File: src/rtl/coffee_dispense_sequencer.sv
`default_nettype none
// +----------------------------------------------------------------------------+
// | Module  : coffee_dispense_sequencer                                        |
// | Brief   : Opens the coffee/water/cream/sugar valves in a fixed order for   |
// |           one drink per request and counts completed drinks.               |
// | Revision: 1.0 - initial release                                            |
// +----------------------------------------------------------------------------+
module coffee_dispense_sequencer #(
  parameter int T_COFFEE = 4,
  parameter int T_WATER  = 6,
  parameter int T_CREAM  = 3,
  parameter int T_SUGAR  = 2,
  parameter int CNT_W    = 8
) (
  input  logic             Clock,
  input  logic             nReset,
  input  logic             Req_Valid,
  input  logic [1:0]       Req_Drink,
  output logic             Req_Ready,
  input  logic             Abort,
  output logic             Coffee,
  output logic             Water,
  output logic             Cream,
  output logic             Sugar,
  output logic             Busy,
  output logic             Done,
  output logic [CNT_W-1:0] Drink_Count
);

  typedef enum logic [2:0] {
    S_IDLE   = 3'd0,
    S_COFFEE = 3'd1,
    S_WATER  = 3'd2,
    S_CREAM  = 3'd3,
    S_SUGAR  = 3'd4,
    S_DONE   = 3'd5
  } state_t;

  localparam logic [7:0] c_t_coffee = 8'(T_COFFEE);
  localparam logic [7:0] c_t_water  = 8'(T_WATER);
  localparam logic [7:0] c_t_cream  = 8'(T_CREAM);
  localparam logic [7:0] c_t_sugar  = 8'(T_SUGAR);

  state_t           r_state;
  state_t           w_next_state;
  logic [7:0]       r_timer;
  logic [7:0]       w_next_timer;
  logic [1:0]       r_drink;
  logic [CNT_W-1:0] r_count;
  logic             w_accept;
  logic             w_phase_end;
  logic             w_enter_done;

  assign w_accept    = (r_state == S_IDLE) && Req_Valid && (Req_Drink != 2'd0);
  assign w_phase_end = (r_timer == 8'd1);

  // Timer holds the cycles left in the current valve phase; the phase ends
  // on the edge where it reads 1, so each phase lasts exactly its load value.
  always_comb begin
    w_next_state = r_state;
    w_next_timer = r_timer;
    case (r_state)
      S_IDLE: begin
        w_next_timer = 8'd0;
        if (w_accept) begin
          w_next_state = S_COFFEE;
          w_next_timer = c_t_coffee;
        end
      end
      S_COFFEE: begin
        if (Abort) begin
          w_next_state = S_IDLE;
          w_next_timer = 8'd0;
        end else if (w_phase_end) begin
          w_next_state = S_WATER;
          w_next_timer = c_t_water;
        end else begin
          w_next_timer = r_timer - 8'd1;
        end
      end
      S_WATER: begin
        if (Abort) begin
          w_next_state = S_IDLE;
          w_next_timer = 8'd0;
        end else if (w_phase_end) begin
          if (r_drink >= 2'd2) begin
            w_next_state = S_CREAM;
            w_next_timer = c_t_cream;
          end else begin
            w_next_state = S_DONE;
            w_next_timer = 8'd0;
          end
        end else begin
          w_next_timer = r_timer - 8'd1;
        end
      end
      S_CREAM: begin
        if (Abort) begin
          w_next_state = S_IDLE;
          w_next_timer = 8'd0;
        end else if (w_phase_end) begin
          if (r_drink == 2'd3) begin
            w_next_state = S_SUGAR;
            w_next_timer = c_t_sugar;
          end else begin
            w_next_state = S_DONE;
            w_next_timer = 8'd0;
          end
        end else begin
          w_next_timer = r_timer - 8'd1;
        end
      end
      S_SUGAR: begin
        if (Abort) begin
          w_next_state = S_IDLE;
          w_next_timer = 8'd0;
        end else if (w_phase_end) begin
          w_next_state = S_DONE;
          w_next_timer = 8'd0;
        end else begin
          w_next_timer = r_timer - 8'd1;
        end
      end
      S_DONE: begin
        w_next_state = S_IDLE;
        w_next_timer = 8'd0;
      end
      default: begin
        w_next_state = S_IDLE;
        w_next_timer = 8'd0;
      end
    endcase
  end

  assign w_enter_done = (w_next_state == S_DONE) && (r_state != S_DONE);

  always_ff @(posedge Clock or negedge nReset) begin
    if (!nReset) begin
      r_state <= S_IDLE;
      r_timer <= 8'd0;
      r_drink <= 2'd0;
      r_count <= '0;
    end else begin
      r_state <= w_next_state;
      r_timer <= w_next_timer;
      if (w_accept) begin
        r_drink <= Req_Drink;
      end
      // Saturate rather than wrap once every bit is set.
      if (w_enter_done && (r_count != {CNT_W{1'b1}})) begin
        r_count <= r_count + CNT_W'(1);
      end
    end
  end

  assign Req_Ready   = (r_state == S_IDLE);
  assign Busy        = (r_state != S_IDLE);
  assign Done        = (r_state == S_DONE);
  assign Coffee      = (r_state == S_COFFEE);
  assign Water       = (r_state == S_WATER);
  assign Cream       = (r_state == S_CREAM);
  assign Sugar       = (r_state == S_SUGAR);
  assign Drink_Count = r_count;

endmodule
`default_nettype wire

File: config.mk
export PLATFORM = sky130hd
export DESIGN_NAME = coffee_dispense_sequencer
export DESIGN_NICKNAME = d
export VERILOG_FILES = /design/src/rtl/coffee_dispense_sequencer.sv
export SDC_FILE = /design/constraint.sdc
export NUM_CORES = 1
export LEC_CHECK = 0
export BUFFER_PORTS_ARGS = -buffer_cell sky130_fd_sc_hd__buf_2
export CORE_ASPECT_RATIO = 0.5
export CORE_MARGIN = 2
export CORE_UTILIZATION = 45
export CTS_CLUSTER_DIAMETER = 150
export CTS_CLUSTER_SIZE = 8
export DETAILED_ROUTE_END_ITERATION = 10
export PLACE_DENSITY = 0.66
export SLEW_MARGIN = 5
export SYNTH_ARGS = -nofsm -noshare
export SYNTH_HDL_FRONTEND = slang
export SYNTH_SLANG_ARGS = --single-unit
File: constraint.sdc
create_clock -name Clock -period 2.2 [get_ports Clock]
set_input_delay 0 -clock Clock [delete_from_list [all_inputs] [get_ports Clock]]
set_output_delay 0 -clock Clock [all_outputs]
set_load 0.01 [all_outputs]
==> flow_metrics.py <==
metrics = {
    "logic_synthesis": {
        "synth_edf_count": 0,
        "async_flop_share_pct": 100.0,
        "yosys_warnings": 0,
        "ys_seq_elements": 21,
        "synth_xor_area_share_pct": 7.654,
        "ys_seq_area_share_pct": 41.75,
        "syn_area_um2": 1259,
        "avgSynthCellArea_um2": 9.757,
        "syn_inst": 129,
        "synth_top_family_by_area": "simple AND/OR/NAND/NOR gates",
        "synth_flop_cell": "dfrtp_1",
        "synth_simple_gate_area_share_pct": 28.03,
        "syn-num-nets": 138,
        "muxShareOfSynthArea_pct": 1.193,
        "synth_compound_area_share_pct": 15.61,
        "synth_cell_types": 45,
        "synthAdderAreaFrac_pct": 2.982,
    },
    "cts": {
        "clk_latency_ns": 0.26,
        "root_buffer": "clkbuf_8",
        "post_cts_buffers": 0,
        "h-tree-depth": 1,
        "cts_buffer_depth": 2,
        "cts_tree": "built",
        "cts.sinks": 21,
        "path_clk_slew_ns": 0.07,
        "cts_made_buffers": 3,
    },
    "die": {
        "num_rows": 13,
        "ios": 21,
        "die_area_um2": 3262,
        "core-area_um2": 2619,
        "die_y_um": 41.40,
        "start_util_pct": 48.06,
        "die-width_um": 78.80,
    },
    "placement": {
        "dpl.hpwl_mm": 1.959,
        "gp_congestion": 0.9543,
        "dp.cells": 188,
        "io_buffers": 20,
        "place_ws_ns": 0.1048,
    },
    "final_layout": {
        "stdcell_count": 194,
        "final_cell_mix": "dfrtp_1 (21), buf_2 (20), nor2_1 (13)",
        "diodes": 0,
        "fillCellCount": 245,
        "post_route_cells_drive_above_1_share_pct": 25.48,
        "final_common_cell": "dfrtp_1",
        "syn_to_final_growth_pct": 19.09,
        "nets": 167,
    },
    "global_routing": {
        "grt.overflow.total": 0,
        "grt_pass1_wl_mm": 4.181,
        "grt_pass1_vias": 921,
        "grt_util_all_layers_pct": 17.45,
        "antenna_found_initial": 0,
        "grt_max_degree": 22,
    },
    "setup_path": {
        "critPathRequiredTime_ns": 2.35,
        "critPathArrivalTime_ns": 2.21,
        "critPathKind": "reg2reg",
        "start_kind": "flop",
        "crit_buf_inv": 1,
        "path_max_fanout": 9,
        "worst_path_largest_cell_delay_ns": 0.52,
        "slowest_stage": "or3b_2",
        "cpLargestDelayFamily": "simple AND/OR/NAND/NOR gates",
        "critPathCaptureType": "flop",
        "crit_chain": "inv_1 -> ha_1 -> or3b_2 -> o31ai_4 -> o21ai_4 -> nand3_2 -> mux2_4",
    },
    "timing": {
        "slew_violations": 0,
        "slew_headroom_pct": 67.93,
        "worst_slew_pin_slew_ns": 0.4810,
        "rsz0062_at_grt": "no",
        "finClkSkew_ns": 0.001971,
        "fin_crit_sh_pct": 93.85,
        "finalSetupViolCount": 0,
        "setup-tns-final_ns": 0,
        "setup_ws_ns": 0.1354,
        "hold_slack_ns": 0.03385,
        "hold_viol": 0,
        "period_needed_ns": 2.065,
        "fmax_mhz": 484.4,
    },
    "detailed_routing": {
        "vias_per_cell": 5.299,
        "drt_iter0_drc": 30,
        "wirelength_mm": 2.579,
        "wl_per_cell_um": 13.29,
        "firstDrtPassIters": 4,
        "antenna_left": 0,
        "drcViolationCount": 0,
        "dr_total_vias": 1028,
    },
    "power": {
        "power.density_nw_per_um2": 903.8,
        "vdd_drop_max_uv": 444.2,
        "p_leak_nw": 0.6956,
    },
    "worst_hold_path": {
        "hold_path_class": "in2reg",
    },
    "flow_run": {
        "cap_viol_max_count": 0,
    },
    "outcome": {
        "status": "completed",
    },
}
==> where the power goes <==
part	switching [mW]	leakage [nW]	internal (mW)	total, mW
clock network	0.118	0.0228	0.129	0.247
registers	0.0914	0.282	0.450	0.542
logic	0.327	0.390	0.239	0.566
==> per-stage QoR <==
stage	total power, mW	cell area [µm²]	util [%]
after floorplan	0.9669	1259	-
after global placement	1.096	1426	54.47
after detailed placement	1.105	1426	54.47
after CTS	1.360	1491	56.95
after global routing	1.460	1499	57.24
final	1.355	1499	57.24
==> repair_timing <==
| item | 4_1_cts | 5_1_grt |
|---|---|---|
| endpoints found under the setup margin | 0 | 1 |
| hold buffers | 2 | 0 |
| resized for setup | 0 | 1 |
| hold endpoints to repair | 24 | 0 |
==> area by class of cell <==
type	count	area (µm²)	area share [%]
well taps	37	46.29	3.088
multi-input cells	99	705.7	47.08
flip-flops and latches	21	525.5	35.06
inverters	7	26.28	1.753
clock buffers	4	45.04	3.005
repair buffers	26	150.1	10.02
==> synth_stat cells, types with 2 or more instances <==
library cell | count | area, µm²
dfrtp_1 | 21 | 525.5
nor2_1 | 13 | 48.80
a21oi_1 | 8 | 40.04
xnor2_1 | 8 | 70.07
nand2_1 | 7 | 26.28
inv_1 | 6 | 22.52
nand3_1 | 6 | 30.03
nor3_1 | 6 | 30.03
and3_1 | 4 | 25.02
nand4_1 | 4 | 25.02
a31oi_1 | 3 | 18.77
ha_1 | 3 | 37.54
nor2b_1 | 3 | 18.77
xor2_1 | 3 | 26.28
nor3b_1 | 2 | 15.01
o21ai_0 | 2 | 10.01
o31ai_1 | 2 | 15.01
==> flip-flops by register name, indices dropped and copies added (netlist names) <==
| register | count |
|---|---|
| r_drink | 2 |
| Drink_Count | 8 |
| r_state | 3 |
| r_timer | 8 |
==> worst min-delay path, delay by kind of cell <==
kind                   cells  cell delay [ns]
AO/OA/AOI/OAI              1             0.08
buffers and inverters      1             0.09
AND/OR/NAND/NOR            1             0.09
==> per-layer routing <==
layer / up-vias / routed length (µm) / GRT usage, %
met1: 490 / 1370 / 22.72
met4: 0 / 12 / 3.509
met5: - / 0 / 0
li1: 521 / - / -
met2: 15 / 1102 / 30.13
met3: 2 / 94 / 5.172
==> path summary, 6_finish.rpt <==
check / from / end / slack [ns] / cells after the start
min in group asynchronous: nReset / r_drink[1] / 0.23 / 2
hold / removal: Req_Drink[0] / r_drink[0] / 0.03 / 3
hold reg to reg: Drink_Count[6] / Drink_Count[6] / 0.50 / 1
setup / recovery: r_timer[1] / Drink_Count[1] / 0.14 / 7
setup reg to reg: r_timer[1] / Drink_Count[1] / 0.14 / 7
max in group asynchronous: nReset / r_timer[1] / 1.64 / 2
==> cell families after synthesis <==
| kind of cell | Yosys count |
|---|---|
| flops | 21 |
| mux | 1 |
| simple gates | 59 |
| buf+inv | 9 |
| compound gates | 25 |
| fa+ha+maj | 3 |
| xor+xnor | 11 |
No activity file was read; power rests on OpenSTA's default activity.
